## src/rtl/buzz_pkg.sv

```systemverilog
// Shared encodings and default timing for the buzzer scheduler.
package buzz_pkg;

  localparam logic [1:0] SRC_NONE = 2'd0;
  localparam logic [1:0] SRC_KEY  = 2'd1;
  localparam logic [1:0] SRC_DONE = 2'd2;
  localparam logic [1:0] SRC_ALM  = 2'd3;

  typedef enum logic [2:0] {IDLE, KEY, MEL, ALM_ON, ALM_OFF} state_t;

  localparam int DEF_TICK_DIV   = 100000;
  localparam int DEF_KEY_MS     = 50;
  localparam int DEF_MEL_MS     = 6000;
  localparam int DEF_ALM_ON_MS  = 500;
  localparam int DEF_ALM_OFF_MS = 500;

  function automatic int max2(input int a, input int b);
    return (a > b) ? a : b;
  endfunction

endpackage

```

## src/rtl/ms_timer.sv

```systemverilog
// Millisecond prescaler plus ms counter; expire pulses on the last clk cycle of len_ms.
module ms_timer #(
  parameter int TICK_DIV = 100000,
  parameter int MSW      = 13
) (
  input  logic           clk,
  input  logic           rst,
  input  logic           restart,
  input  logic [MSW-1:0] len_ms,
  output logic           expire
);

  localparam int PW = (TICK_DIV > 1) ? $clog2(TICK_DIV) : 1;

  logic [PW-1:0]  pre;
  logic [MSW-1:0] ms;
  logic           tick_last;

  assign tick_last = (pre == PW'(TICK_DIV - 1));
  assign expire    = tick_last && (ms == len_ms - MSW'(1));

  always_ff @(posedge clk or negedge rst) begin
    if (!rst) begin
      pre <= '0;
      ms  <= '0;
    end else if (restart) begin
      pre <= '0;
      ms  <= '0;
    end else if (tick_last) begin
      pre <= '0;
      ms  <= ms + MSW'(1);
    end else begin
      pre <= pre + PW'(1);
    end
  end

  // A zero-length state would never expire.
  a_len_nonzero: assert property (@(posedge clk) disable iff (!rst) len_ms != '0);

endmodule

```

## src/rtl/buzz_sched.sv

```systemverilog
// Buzzer arbiter: alarm > done > key, each shaped into timed tone/melody windows.
module buzz_sched
  import buzz_pkg::*;
#(
  parameter int TICK_DIV   = DEF_TICK_DIV,
  parameter int KEY_MS     = DEF_KEY_MS,
  parameter int MEL_MS     = DEF_MEL_MS,
  parameter int ALM_ON_MS  = DEF_ALM_ON_MS,
  parameter int ALM_OFF_MS = DEF_ALM_OFF_MS
) (
  input  logic       clk,
  input  logic       rst,
  input  logic       key_req,
  input  logic       done_req,
  input  logic       alm_req,
  input  logic       alm_clr,
  output logic       tone_on,
  output logic       mel_ena,
  output logic       busy,
  output logic [1:0] src
);

  localparam int MS_MAX = max2(max2(KEY_MS, MEL_MS), max2(ALM_ON_MS, ALM_OFF_MS));
  localparam int MSW    = max2(13, $clog2(MS_MAX + 1));

  state_t         state, nxt;
  logic           pend_done, pend_alm;
  logic           pa, pd, in_alm, rs;
  logic           restart, expire;
  logic [MSW-1:0] len_ms;

  assign in_alm = (state == ALM_ON) || (state == ALM_OFF);
  assign pa     = pend_alm | alm_req;
  assign pd     = pend_done | done_req;

  always_comb begin
    len_ms = MSW'(KEY_MS);
    case (state)
      MEL:     len_ms = MSW'(MEL_MS);
      ALM_ON:  len_ms = MSW'(ALM_ON_MS);
      ALM_OFF: len_ms = MSW'(ALM_OFF_MS);
      default: len_ms = MSW'(KEY_MS);
    endcase
  end

  always_comb begin
    nxt = state;
    rs  = 1'b0;
    case (state)
      IDLE: begin
        if (pa)           nxt = ALM_ON;
        else if (pd)      nxt = MEL;
        else if (key_req) nxt = KEY;
      end
      KEY: begin
        if (pa)           nxt = ALM_ON;
        else if (pd)      nxt = MEL;
        else if (key_req) rs  = 1'b1;
        else if (expire)  nxt = IDLE;
      end
      MEL: begin
        if (pa)            nxt = ALM_ON;
        else if (done_req) rs  = 1'b1;
        else if (expire)   nxt = IDLE;
      end
      ALM_ON, ALM_OFF: begin
        if (alm_clr && alm_req) begin
          nxt = ALM_ON;
          rs  = 1'b1;
        end else if (alm_clr) begin
          nxt = pd ? MEL : IDLE;
        end else if (expire) begin
          nxt = (state == ALM_ON) ? ALM_OFF : ALM_ON;
        end
      end
      default: nxt = IDLE;
    endcase
    // Holding the timer cleared in IDLE keeps the ms counter from ever wrapping.
    restart = rs || (nxt != state) || (state == IDLE);
  end

  ms_timer #(.TICK_DIV(TICK_DIV), .MSW(MSW)) u_timer (
    .clk     (clk),
    .rst     (rst),
    .restart (restart),
    .len_ms  (len_ms),
    .expire  (expire)
  );

  always_ff @(posedge clk or negedge rst) begin
    if (!rst) begin
      state     <= IDLE;
      pend_done <= 1'b0;
      pend_alm  <= 1'b0;
      tone_on   <= 1'b0;
      mel_ena   <= 1'b0;
      busy      <= 1'b0;
      src       <= SRC_NONE;
    end else begin
      state     <= nxt;
      pend_done <= pd && (nxt != MEL);
      pend_alm  <= pa && !in_alm && (nxt != ALM_ON) && !(alm_clr && !alm_req);
      tone_on   <= (nxt == KEY) || (nxt == ALM_ON);
      mel_ena   <= (nxt == MEL);
      busy      <= (nxt != IDLE);
      case (nxt)
        KEY:             src <= SRC_KEY;
        MEL:             src <= SRC_DONE;
        ALM_ON, ALM_OFF: src <= SRC_ALM;
        default:         src <= SRC_NONE;
      endcase
    end
  end

endmodule

```

## config.mk

```make
export PLATFORM = sky130hd
export DESIGN_NAME = buzz_sched
export DESIGN_NICKNAME = d
export VERILOG_FILES = /design/src/rtl/buzz_pkg.sv /design/src/rtl/ms_timer.sv /design/src/rtl/buzz_sched.sv
export SDC_FILE = /design/constraint.sdc
export NUM_CORES = 1
export LEC_CHECK = 0
export ABC_AREA = 1
export CORE_MARGIN = 3
export CORE_UTILIZATION = 56
export DETAILED_ROUTE_END_ITERATION = 10
export GPL_TIMING_DRIVEN = 1
export PLACE_DENSITY = 0.85
export SETUP_SLACK_MARGIN = 0.5
export SYNTH_ARGS = -nofsm -noshare
export SYNTH_HDL_FRONTEND = slang
export SYNTH_HIERARCHICAL = 1
export SYNTH_SLANG_ARGS = --single-unit
```

## constraint.sdc

```tcl
create_clock -name clk -period 9.58 [get_ports clk]
set_clock_uncertainty 0.2 [all_clocks]
set_input_delay 0.958 -clock clk [delete_from_list [all_inputs] [get_ports clk]]
set_output_delay 0.958 -clock clk [all_outputs]
set_load 0.01 [all_outputs]
```

After elaboration in Yosys (flattened, before gate mapping)
Index checks and enable logic that the tools add are counted.
{"block": "word_totals", "input_bits": 6, "output_inout_bits": 5, "reg_bits": 40, "wordCells": 74}
{"block": "classes", "n_eq_ne": 13, "muxes": 28, "bitwise": 2, "addsub": 3, "n_reduce_logical": 19}
{"operator": "two-way mux 3 bit", "count": 13}
{"operator": "two-way mux 17 bit", "count": 2}
{"operator": "two-way mux 13 bit", "count": 2}
{"operator": "one-hot mux 13 bit (2 select lines)", "count": 1}
{"operator": "adder 17 x 1 -> 17 bit (second input constant)", "count": 1}
{"operator": "== test 17 bit (second input constant)", "count": 1}
{"operator": "adder 13 x 1 -> 13 bit (second input constant)", "count": 1}
{"operator": "== test 13 bit", "count": 1}
{"operator": "subtractor 13 x 1 -> 13 bit (second input constant)", "count": 1}
{"operator": "== test 3 x 2 -> 1 bit (second input constant)", "count": 4}
{"operator": "one-hot mux 3 bit (4 select lines)", "count": 1}
{"operator": "logical AND 1 bit", "count": 7}
{"operator": "== test 3 x 1 -> 1 bit (second input constant)", "count": 2}
{"operator": "== test 3 bit (second input constant)", "count": 2}
{"operator": "two-way mux 1 bit", "count": 6}
{"operator": "inequality test 3 x 2 -> 1 bit (second input constant)", "count": 2}
{"operator": "one-hot mux 2 bit (3 select lines)", "count": 1}
{"operator": "logical OR 1 bit", "count": 4}
{"operator": "OR reduction 2 bit", "count": 2}
{"operator": "zero test 1 bit", "count": 3}
{"operator": "zero test 3 bit", "count": 1}
{"operator": "inequality test 3 bit", "count": 1}
{"operator": "one-hot mux 1 bit (3 select lines)", "count": 1}
{"operator": "nonzero test 3 bit", "count": 1}
{"operator": "3 further kinds", "count": 4}

Logic depth before layout (Yosys ltp)
Gate-level depths: netlist (run 1).
{"block": "depth", "ltp_word": 15, "ltp_mapped": 33, "ltp_nobuf": 30}

Modules after synthesis
Netlist (run 1), hierarchy kept.
{"mod": "ms_timer", "seq_area_each_um2": 750.7, "cells_per_inst": 301, "n_inst": 1, "area_per_inst_um2": 2065.7}
{"mod": "buzz_sched", "seq_area_each_um2": 250.2, "cells_per_inst": 95, "n_inst": 1, "area_per_inst_um2": 681.9}

Worst setup path before layout (run 1)
OpenSTA, ideal clock, no wires.
{"block": "synth_path", "path_type": "register to register", "from": "register state[0]", "to": "register u_timer.ms[11]", "setup_time_ps": 117, "period_less_slack_ps": 3762, "arrival_ps": 3445, "path_stages_with_launch": 30, "required_time_ps": 9263, "path_slack_ps": 5818, "n_path_buf": 3, "path_cell_list": "dfrtp_1 buf_4 nor3_2 nor2_1 inv_1 ha_1 nand2_1 nand2_1 nor2_1 nand2_1 nor2_1 nand3_1 nor2_1 nand3_1 nor2_1 inv_1 a21oi_1 nand2_1 nand3_4 nand2_4 nand2_1 nand2_1 nand4_1 clkbuf_1 inv_2 nand2_4 buf_6 nand4_2 nor2_1 nor2_1"}
{"block": "synth_via", "elab_chain_cells": 15, "word_cells_on_any_way": 30, "classes_between": "1 x add/sub; 6 x eq/ne; 17 x mux; 6 x reduce/logical"}
{"item": "start: declaration", "line_no": "buzz_sched.sv:26", "source": "state_t state, nxt;"}
{"item": "start signal: assignment", "line_no": "buzz_sched.sv:100", "source": "state <= nxt;"}
{"item": "== test 3 x 2 -> 1 bit or == test 3 bit (tied branches)", "line_no": "buzz_sched.sv:38", "source": "case (state)"}
{"item": "OR reduction 2 bit (no source line)"}
{"item": "one-hot mux 13 bit (2 select lines) *", "line_no": "buzz_sched.sv:38"}
{"item": "via len_ms[10]", "line_no": "buzz_sched.sv:30", "source": "logic [MSW-1:0] len_ms;"}
{"item": "subtractor 13 x 1 -> 13 bit *", "line_no": "ms_timer.sv:20", "source": "assign expire = tick_last && (ms == len_ms - MSW'(1));"}
{"item": "== test 13 bit *", "line_no": "ms_timer.sv:20"}
{"item": "logical AND 1 bit *", "line_no": "ms_timer.sv:20"}
{"item": "via expire", "line_no": "buzz_sched.sv:29", "source": "logic restart, expire;"}
{"item": "(+2 left out)"}
{"item": "two-way mux 3 bit", "line_no": "buzz_sched.sv:57", "source": "else if (pd) nxt = MEL;"}
{"item": "two-way mux 3 bit", "line_no": "buzz_sched.sv:56", "source": "if (pa) nxt = ALM_ON;"}
{"item": "one-hot mux 3 bit (4 select lines) *", "line_no": "buzz_sched.sv:49", "source": "case (state)"}
{"item": "via nxt[1]", "line_no": "buzz_sched.sv:26"}
{"item": "inequality test 3 bit *", "line_no": "buzz_sched.sv:79", "source": "restart = rs || (nxt != state) || (state == IDLE);"}
{"item": "logical OR 1 bit * (2 in a row)", "line_no": "buzz_sched.sv:79"}
{"item": "via restart", "line_no": "buzz_sched.sv:29"}
{"item": "two-way mux 13 bit or nonzero test 2 bit (tied branches)"}
{"item": "end signal: assignment", "line_no": "ms_timer.sv:31", "source": "ms <= ms + MSW'(1);"}
{"item": "end: declaration", "line_no": "ms_timer.sv:16", "source": "logic [MSW-1:0] ms;"}
Mark *: on every way through the listed nets, which the timed path passes. The rest lies on a longest branch.
A chain may end at the register's enable or synchronous reset.

Worst setup path after layout (run 1)
{"block": "layout_path", "from": "register state[0]", "to": "register u_timer.pre[12]"}
{"block": "layout_via", "elab_chain_cells": 15, "word_cells_on_any_way": 29, "classes_between": "1 x add/sub; 6 x eq/ne; 17 x mux; 5 x reduce/logical"}
{"item": "== test 3 x 2 -> 1 bit or == test 3 bit (tied branches)", "line_no": "buzz_sched.sv:38"}
{"item": "OR reduction 2 bit (no source line)"}
{"item": "one-hot mux 13 bit (2 select lines) *", "line_no": "buzz_sched.sv:38"}
{"item": "via len_ms[2]", "line_no": "buzz_sched.sv:30"}
{"item": "subtractor 13 x 1 -> 13 bit *", "line_no": "ms_timer.sv:20"}
{"item": "== test 13 bit *", "line_no": "ms_timer.sv:20"}
{"item": "logical AND 1 bit *", "line_no": "ms_timer.sv:20"}
{"item": "via expire", "line_no": "buzz_sched.sv:29"}
{"item": "(+2 left out)"}
{"item": "two-way mux 3 bit", "line_no": "buzz_sched.sv:57"}
{"item": "two-way mux 3 bit", "line_no": "buzz_sched.sv:56"}
{"item": "one-hot mux 3 bit (4 select lines) *", "line_no": "buzz_sched.sv:49"}
{"item": "via nxt[0]", "line_no": "buzz_sched.sv:26"}
{"item": "inequality test 3 bit *", "line_no": "buzz_sched.sv:79"}
{"item": "logical OR 1 bit * (2 in a row)", "line_no": "buzz_sched.sv:79"}
{"item": "via restart", "line_no": "buzz_sched.sv:29"}
{"item": "two-way mux 17 bit *", "line_no": "ms_timer.sv:26", "source": "end else if (restart) begin"}
{"item": "end signal: assignment", "line_no": "ms_timer.sv:33", "source": "pre <= pre + PW'(1);"}
{"item": "end: declaration", "line_no": "ms_timer.sv:15", "source": "logic [PW-1:0] pre;"}
Marked as above.

==> flow_summary.ini, run 1 <==
[outcome]
outcome = completed

[cts]
clk_latency_ns = 0.29
cts_tree = built
post_cts_resized = 0
cts-root-buf = clkbuf_8
clockBufferDepth = 2
htreeDepth = 2
clkSinkCount = 40
cts.clk_slew.worst_paths_ns = 0.08
cts_buffers = 5
cts_hold_buf = 0
post_cts_buffers = 0

[global_route]
grt_use_total_pct = 21.8
grt_pass1_vias = 2390
antenna_found_initial = 0
grt_overflow = 0
grt_pass1_wl_mm = 10.5
grt_max_degree = 41

[detailed_routing]
drtPass1Iterations = 4
via_per_inst = 5.19
routedWlPerCell_um = 11.8
ant_nets = 0
via_count = 2535
route.detailed.drc = 0
routed_wl_mm = 5.76
first_iter_violations = 196

[setup_path]
slowest_delay_ns = 0.54
end_kind = flip-flop
rr_endpoint = u_timer/pre[12]
crit_start = state[0]
timing.rr.start = state[0]
cp.arrival_ns = 4.74
crit_end = u_timer/pre[12]
path_max_fanout = 22
rrSetupSlack_ns = 4.85
path_class = flip-flop to flip-flop
reg2regPathDepth = 28
worstSetupStartpointType = flip-flop
crit_path_top_delay_cell = dfrtp_1
required_ns = 9.59

[sta]
rsz0062_at_grt = false
fin_crit_ns = 4.73
setup-violations-final = 0
worstMarginPinSlew_ns = 0.853
final-hold-violation-count = 0
max_slew_margin_pct = 43.1
tns_ns = 0
slew_violations = 0
period_share_pct = 49.3
max_freq_ghz = 0.212

[pwr]
swShare_pct = 43.6
max-vdd-ir-drop_uv = 155
power_frac_clock_pct = 20.7
combPwrFrac_pct = 48.5
pwr-share-seq_pct = 30.8
p_int_w = 0.000391
p_per_area_nw_per_um2 = 226
p_switching_w = 0.000302
p_leak_nw = 1.44

[hold_path]
holdCritPathClass = flip-flop to flip-flop
min_from = u_timer/pre[0]

[synthesis]
syn_inst = 396
syn_area_um2 = 2750
yosysSeqAreaShare_pct = 36.4
synth_enable_flop_cells = 0
avgSynthCellArea_um2 = 6.94
yosys_warnings = 6
async_reset_ff_share_pct = 100
synth_top_flop_cell = dfrtp_1
ys_ff_latch = 40
synth_cell_type_count = 40

[placement]
io_buffers = 10
place_congestion = 0.943
dpl.hpwl_mm = 4.36

[layout]
syn_to_final_growth_pct = 11.6
utilization_pct = 67.6
antenna_cells = 0
drive_gt1_share_pct = 8.98
finalNetCount = 431

[floorplanning]
ioPinCount = 11
die_w_um = 76.0
core_area_um2 = 4530
start_util_pct = 60.6
die_area_um2 = 5780
die_h_um = 76.0
placementRows = 24

[run]
drv_cap = 0
per-stage QoR:
| step | cells | hold WS (ns) | total power (W) | area, um^2 | setup slack (ns) |
|---|---|---|---|---|---|
| final | 488 | 0.261 | 0.000694 | 3070 | 4.85 |
| after global routing | 488 | 0.283 | 0.000751 | 3070 | 4.45 |
| after CTS | 488 | 0.268 | 0.000696 | 3070 | 4.91 |
| after detailed placement | 480 | 0.257 | 0.000551 | 2940 | 4.96 |
| after global placement | 480 | 0.252 | 0.000545 | 2940 | 5.09 |
| after floorplan | 411 | 0.233 | 0.000484 | 2800 | 5.82 |
cells in the final DEF, fill, tap and decap left out, drive strengths merged, types with 8 or more instances in the layout:
cell type / instances
inv: 55
clkdlybuf4s50: 9
a21oi: 16
dfrtp: 40
conb: 17
nand3: 35
o21ai: 13
nor3: 15
nor2: 65
nand4: 8
xor2: 12
nand2: 106
logic make-up (layout without fill, tap and decap cells):
logic type,count (synthesis),after routing,share of synthesized area (%)
AO/OA/AOI/OAI,37,37,7.60
XOR/XNOR,17,17,5.42
adder cells (fa/ha/maj),3,3,1.37
buffers and inverters,61,73,8.83
flip-flops,40,40,36.4
other,2,17,0.273
AND/OR/NAND/NOR,236,236,40.1
routing by layer:
layer	routed length [um]	part of all wire [%]	track usage (%)	vias up
li1	-	-	-	1296
met1	2630	46	29.4	1127
met2	2750	48	35.7	94
met3	254	4.4	3.07	18
met4	123	2.1	8.15	0
met5	0	0	0	-
cells in the mapped netlist, types with 2 or more instances:
master / instances / share of area, %
nand2_1: 100 / 14
nor2_1: 57 / 7.8
inv_1: 47 / 6.4
dfrtp_1: 40 / 36
nand3_1: 32 / 5.8
a21oi_1: 15 / 2.7
nor3_1: 14 / 2.6
xor2_1: 12 / 3.8
inv_2: 8 / 1.1
o21ai_0: 8 / 1.5
nand4_1: 7 / 1.6
nor2_2: 5 / 1.1
o21ai_1: 5 / 0.91
xnor2_1: 5 / 1.6
nand2_4: 4 / 1.6
ha_1: 3 / 1.4
nor2_4: 3 / 1.2
a31oi_1: 2 / 0.46
buf_2: 2 / 0.36
clkbuf_1: 2 / 0.27
conb_1: 2 / 0.27
nand2_2: 2 / 0.46
nand3_4: 2 / 1.3
nor3b_1: 2 / 0.55
o21a_1: 2 / 0.55
worst min path at each step:
stage | to | cells past startpoint | slack (ns)
floorplan | u_timer/pre[0] | 1 | 0.23
global placement | u_timer/pre[0] | 1 | 0.25
detailed placement | u_timer/pre[0] | 1 | 0.26
CTS | u_timer/pre[0] | 1 | 0.27
global route | u_timer/pre[16] | 1 | 0.28
finish | u_timer/pre[0] | 1 | 0.26
worst max-delay path: cells and delay by family (launching register included):
kind	cells	cell delay [ns]
adders and majority gates	1	0.29
AOI/OAI and AO/OA	3	0.43
and+or+nand+nor	19	2.37
buffers and inverters	5	0.79
DFF	1	0.54
cell type report:
class	count	area [um^2]
repair buffers	10	95.1
clock buffers	6	82.6
fillers	381	1470
inverters	55	206
flip-flops and latches	40	1000
well taps	65	81.3
multi-input cells	310	1560
clock inverters	2	38.8
power by group through the flow:
stage               Combinational [W]  Sequential [W]  Clock [W]
detailed placement           0.000335        0.000216          0
floorplan                    0.000270        0.000213          0
finish                       0.000337        0.000213   0.000144
global route                 0.000379        0.000217   0.000155
CTS                          0.000336        0.000213   0.000148
global placement             0.000329        0.000216          0
registers in the layout (all words and copies together), names as in the netlist:
signal and cells:
u_timer/pre 17, state 3, u_timer/ms 13, src 2
tone_on 1, busy 1, mel_ena 1, pend_done 1
pend_alm 1
No activity file was read; power rests on OpenSTA's default activity.
==> run 2, diff against run 1 <==
==> constraint.sdc (replaced) <==
create_clock -name clk -period 4.93 [get_ports clk]
set_clock_uncertainty 0.2 [all_clocks]
set_input_delay 0.493 -clock clk [delete_from_list [all_inputs] [get_ports clk]]
set_output_delay 0.493 -clock clk [all_outputs]
set_load 0.01 [all_outputs]
==> flow_summary.ini, run 2 (same netlist as run 1, synthesis figures left out) <==
[outcome]
outcome = completed

[cts]
cts_hold_buf = 0
cts_buffers = 5
cts_tree = built
post_cts_resized = 0
htreeDepth = 2
post_cts_buffers = 0
cts.clk_slew.worst_paths_ns = 0.08
clockBufferDepth = 2
clkSinkCount = 40
clk_latency_ns = 0.29
cts-root-buf = clkbuf_8

[layout]
antenna_cells = 0
final_common_cell = nand2_1
multi_input_area_um2 = 1580
num-fill-cells = 383
most-common-layout-cells = nand2_1 (100), nor2_1 (55), inv_1 (46), dfrtp_1 (37), nand3_1 (32)
largest_register = u_timer/pre
top_regs = u_timer/pre (17), u_timer/ms (13), state (3)
largest_reg_flops = 17
finalNetCount = 433
seq_area_um2 = 1000
fin_cells = 490
syn_to_final_growth_pct = 12.2
drive_gt1_share_pct = 10.8

[pwr]
p_per_area_nw_per_um2 = 436
max-vdd-ir-drop_uv = 304
p_leak_nw = 1.42

[hold_path]
holdCritPathClass = input pin to asynchronous set/reset pin

[floorplanning]
die_w_um = 76.0
start_util_pct = 60.6
core_area_um2 = 4530
ioPinCount = 11
placementRows = 24
die_h_um = 76.0
die_area_um2 = 5780

[global_route]
grt_pass1_vias = 2444
grt_overflow = 0
grt_use_total_pct = 22.1
grt_pass1_wl_mm = 10.6
grt_max_degree = 41
antenna_found_initial = 0

[setup_path]
rrSetupSlack_ns = 0.92
worstSetupStartpointType = flip-flop
path_class = flip-flop to flip-flop
cp.arrival_ns = 4.03
slowest_delay_ns = 0.47
crit_start = state[0]
path_max_fanout = 22
crit_path_frequent_cell = nand2_1
rr_endpoint = u_timer/pre[12]
end_kind = flip-flop
crit_path_top_delay_cell = dfrtp_2
reg2regPathDepth = 29
required_ns = 4.95
crit_family = simple AND/OR/NAND/NOR gates
timing.rr.start = state[0]
crit_buf_inv = 6

[sta]
final-hold-violation-count = 0
period_share_pct = 81.4
max_slew_margin_pct = 43.3
worstMarginPinSlew_ns = 0.850
worst_slack_ns = 0.915
rsz0062_at_grt = false
setup-violations-final = 0
fin_crit_ns = 4.01
tns_ns = 0
max_freq_ghz = 0.249
slew_violations = 0

[placement]
place_congestion = 1.01
dp_cells = 482
pre_cts_slack_ns = 0.614
io_buffers = 10
dpl.hpwl_mm = 4.45

[detailed_routing]
first_iter_violations = 117
drtPass1Iterations = 5
routed_wl_mm = 5.91
via_count = 2519
routedWlPerCell_um = 12.1
ant_nets = 0
route.detailed.drc = 0
via_per_inst = 5.14

[run]
drv_cap = 0
## run 2: cell count changes in the layout (fill, tap and decap cells not counted)
| cell | change |
|---|---|
| bufinv_16 | -1 |
| dfrtp_1 | -3 |
| nor2_1 | -2 |
| inv_1 | -1 |
| nor2_4 | +1 |
| clkinv_4 | -1 |
| nor2_2 | +1 |
| nand2_4 | -1 |
| dfrtp_2 | +3 |
| buf_4 | +2 |
| clkinvlp_4 | +3 |
| nand2_8 | +1 |
## run 2: worst max path at each step
stage	slack (ns)	end	cells after the start
final	0.92	u_timer/pre[12]	29
after global routing	0.53	u_timer/pre[12]	29
after CTS	0.55	u_timer/pre[12]	29
after detailed placement	0.61	u_timer/pre[12]	29
after global placement	0.82	u_timer/pre[12]	29
after floorplan	1.17	u_timer/ms[11]	29
## run 2: per-stage QoR
step / total power [W] / area (um^2) / hold WS (ns) / utilization, %
2_1_floorplan: 0.000940 / 2800 / -0.00259 / -
3_3_place_gp: 0.00107 / 2960 / 0.251 / 65.3
3_5_place_dp: 0.00109 / 2960 / 0.272 / 65.3
4_1_cts: 0.00132 / 3060 / 0.127 / 67.4
5_1_grt: 0.00146 / 3080 / 0.164 / 68.0
6_report: 0.00135 / 3080 / 0.101 / 68.0
## run 2: layout make-up
type | count | area share [%]
clock buffer | 6 | 2.68
clock inverter | 2 | 0.487
inverter | 55 | 6.82
multi-input combinational | 310 | 51.2
sequential | 40 | 32.6
tap | 65 | 2.64
timing repair buffer | 12 | 3.57
## run 2: where the power goes
group | total, W | switching, W | internal, W
Sequential | 0.000418 | 0.0000406 | 0.000377
Combinational | 0.000698 | 0.000452 | 0.000246
Clock | 0.000230 | 0.000116 | 0.000113
## run 2: worst reg2reg max path: cells and delay by family, from the launching register on
family	cells	cell delay, ns
AO/OA/AOI/OAI	3	0.36
adder cells (fa/ha/maj)	1	0.28
buffers and inverters	6	0.71
flip-flops	1	0.47
AND/OR/NAND/NOR	19	1.91
## run 2: routing by layer
metal	global-route usage (%)	share of wire, %
met3	4.37	4.8
met4	7.97	1.8
met2	37.5	49
met5	0	0
met1	28.2	44
==> run 3, diff against run 2 <==
--- a/config.mk
+++ b/config.mk
@@ -7,10 +7,10 @@
 export LEC_CHECK = 0
 export ABC_AREA = 1
 export CORE_MARGIN = 3
-export CORE_UTILIZATION = 56
+export CORE_UTILIZATION = 55
 export DETAILED_ROUTE_END_ITERATION = 10
 export GPL_TIMING_DRIVEN = 1
-export PLACE_DENSITY = 0.85
+export PLACE_DENSITY = 0.87
 export SETUP_SLACK_MARGIN = 0.5
 export SYNTH_ARGS = -nofsm -noshare
 export SYNTH_HDL_FRONTEND = slang
==> constraint.sdc (replaced) <==
create_clock -name clk -period 3.2 [get_ports clk]
set_clock_uncertainty 0.2 [all_clocks]
set_input_delay 0.32 -clock clk [delete_from_list [all_inputs] [get_ports clk]]
set_output_delay 0.32 -clock clk [all_outputs]
set_load 0.01 [all_outputs]
==> flow_summary.ini, run 3 (same netlist as run 1, synthesis figures left out) <==
[layout]
largest_reg_flops = 17
most-common-layout-cells = nand2_1 (94), nor2_1 (50), inv_1 (43), dfrtp_1 (37), nand3_1 (30)
top_regs = u_timer/pre (17), u_timer/ms (13), state (3)
drive_gt1_share_pct = 24.3
syn_to_final_growth_pct = 33.1
antenna_cells = 0
finalNetCount = 473
final_common_cell = nand2_1
largest_register = u_timer/pre
utilization_pct = 76.4
final_cell_area_um2 = 3660

[global_route]
antenna_found_initial = 0
grt_use_total_pct = 25.5
grt_overflow = 0
grt_max_degree = 41
grt_pass1_wl_mm = 12.3
grt_pass1_vias = 2781

[setup_path]
required_ns = 3.17
path_max_fanout = 8
worstSetupStartpointType = flip-flop
path_class = flip-flop to flip-flop
crit_path_top_delay_cell = dfrtp_2
slowest_delay_ns = 0.40
cp.arrival_ns = 3.80
crit_path_frequent_cell = nand2_1
end_kind = flip-flop

[cts]
clk_latency_ns = 0.29
clockBufferDepth = 2
cts-root-buf = clkbuf_8
htreeDepth = 2
cts_buffers = 5
cts_tree = built
cts.clk_slew.worst_paths_ns = 0.08
clkSinkCount = 40

[detailed_routing]
routed_wl_mm = 7.64
via_per_inst = 5.43
via_count = 2891
drtPass1Iterations = 4
ant_nets = 0
route.detailed.drc = 0
routedWlPerCell_um = 14.4
first_iter_violations = 246

[sta]
rsz0062_at_grt = true
max_slew_margin_pct = 42.6
period_share_pct = 120
slew_violations = 0
worst_slack_ns = -0.627
setup-violations-final = 37
max_freq_ghz = 0.261
final-hold-violation-count = 0
fin_crit_ns = 3.83
worstMarginPinSlew_ns = 0.860

[floorplanning]
die_area_um2 = 5880
ioPinCount = 11
core_area_um2 = 4790
start_util_pct = 57.4
die_h_um = 76.7
placementRows = 25
die_w_um = 76.7

[pwr]
p_per_area_nw_per_um2 = 798
p_int_w = 0.00166
p_leak_nw = 1.67
pwr-share-seq_pct = 21.8
max-vdd-ir-drop_uv = 607
swShare_pct = 43.2
power_frac_clock_pct = 13.9
combPwrFrac_pct = 64.2
p_switching_w = 0.00126

[run]
drv_cap = 0

[outcome]
outcome = finished, violations left
failed_checks = negative setup slack

[placement]
place_area_um2 = 3210
place_congestion = 0.896
io_buffers = 10
dpl.hpwl_mm = 4.95

[hold_path]
holdCritPathClass = flip-flop to flip-flop
-- run 3: cell type report --
cell class,count,area (um^2)
clock inverter,3,42.5
clock buffer,5,68.8
fill,311,1130
inverter,55,221
tap,67,83.8
sequential,40,1000
timing repair buffer,52,488
multi-input combinational,310,1750
-- run 3: worst max-delay path: cells and delay by family, from the launching register on --
kind / cells / cell delay (ns)
AOI/OAI and AO/OA: 2 / 0.21
adders and majority gates: 1 / 0.27
DFF: 1 / 0.40
buffers and inverters: 7 / 0.65
and+or+nand+nor: 20 / 1.99
-- run 3: per-stage QoR --
stage	setup TNS, ns	hold WS (ns)	total power, W	setup WS, ns	instances
finish	-18.06	0.268	0.00292	-0.627	532
global route	-28.12	0.303	0.00310	-0.886	532
CTS	-5.28	0.262	0.00276	-0.231	527
detailed placement	-11.29	0.256	0.00202	-0.490	510
global placement	-7.84	0.254	0.00198	-0.373	510
floorplan	-3.77	-0.176	0.00154	-0.233	411
-- run 3: what timing repair did --
item | in CTS | in global routing
setup endpoints to repair | 40 | 40
pin swaps | 31 | 14
buffers inserted | 8 | 5
hold buffers | 1 | 0
gates cloned | 0 | 0
hold endpoints to repair | 40 | 0
gates resized for setup | 36 | 12
-- run 3: final timing paths --
check | endpoint | cells past startpoint | slack, ns | startpoint
max in group asynchronous | state[2] | 2 | 1.73 | rst
max reg2reg | u_timer/ms[4] | 30 | -0.63 | state[0]
min reg2reg | u_timer/pre[0] | 1 | 0.27 | u_timer/pre[0]
max | u_timer/ms[4] | 30 | -0.63 | state[0]
min in group asynchronous | u_timer/pre[7] | 2 | 0.48 | rst
min | u_timer/pre[0] | 1 | 0.27 | u_timer/pre[0]
-- run 3: power by group through the flow --
stage | logic, W | clock network (W) | registers, W
after floorplan | 0.000901 | 0 | 0.000643
after global placement | 0.00134 | 0 | 0.000642
after detailed placement | 0.00137 | 0 | 0.000648
after CTS | 0.00171 | 0.000414 | 0.000633
after global routing | 0.00202 | 0.000438 | 0.000647
final | 0.00188 | 0.000407 | 0.000637
-- run 3: metal layers --
metal  GRT usage [%]  up-vias  routed length, um
met5               0        -                  0
met4            8.88        0                329
met3            3.76       32                360
met2            45.1      116               3950
met1            31.4     1362               2990
li1                -     1381                  -
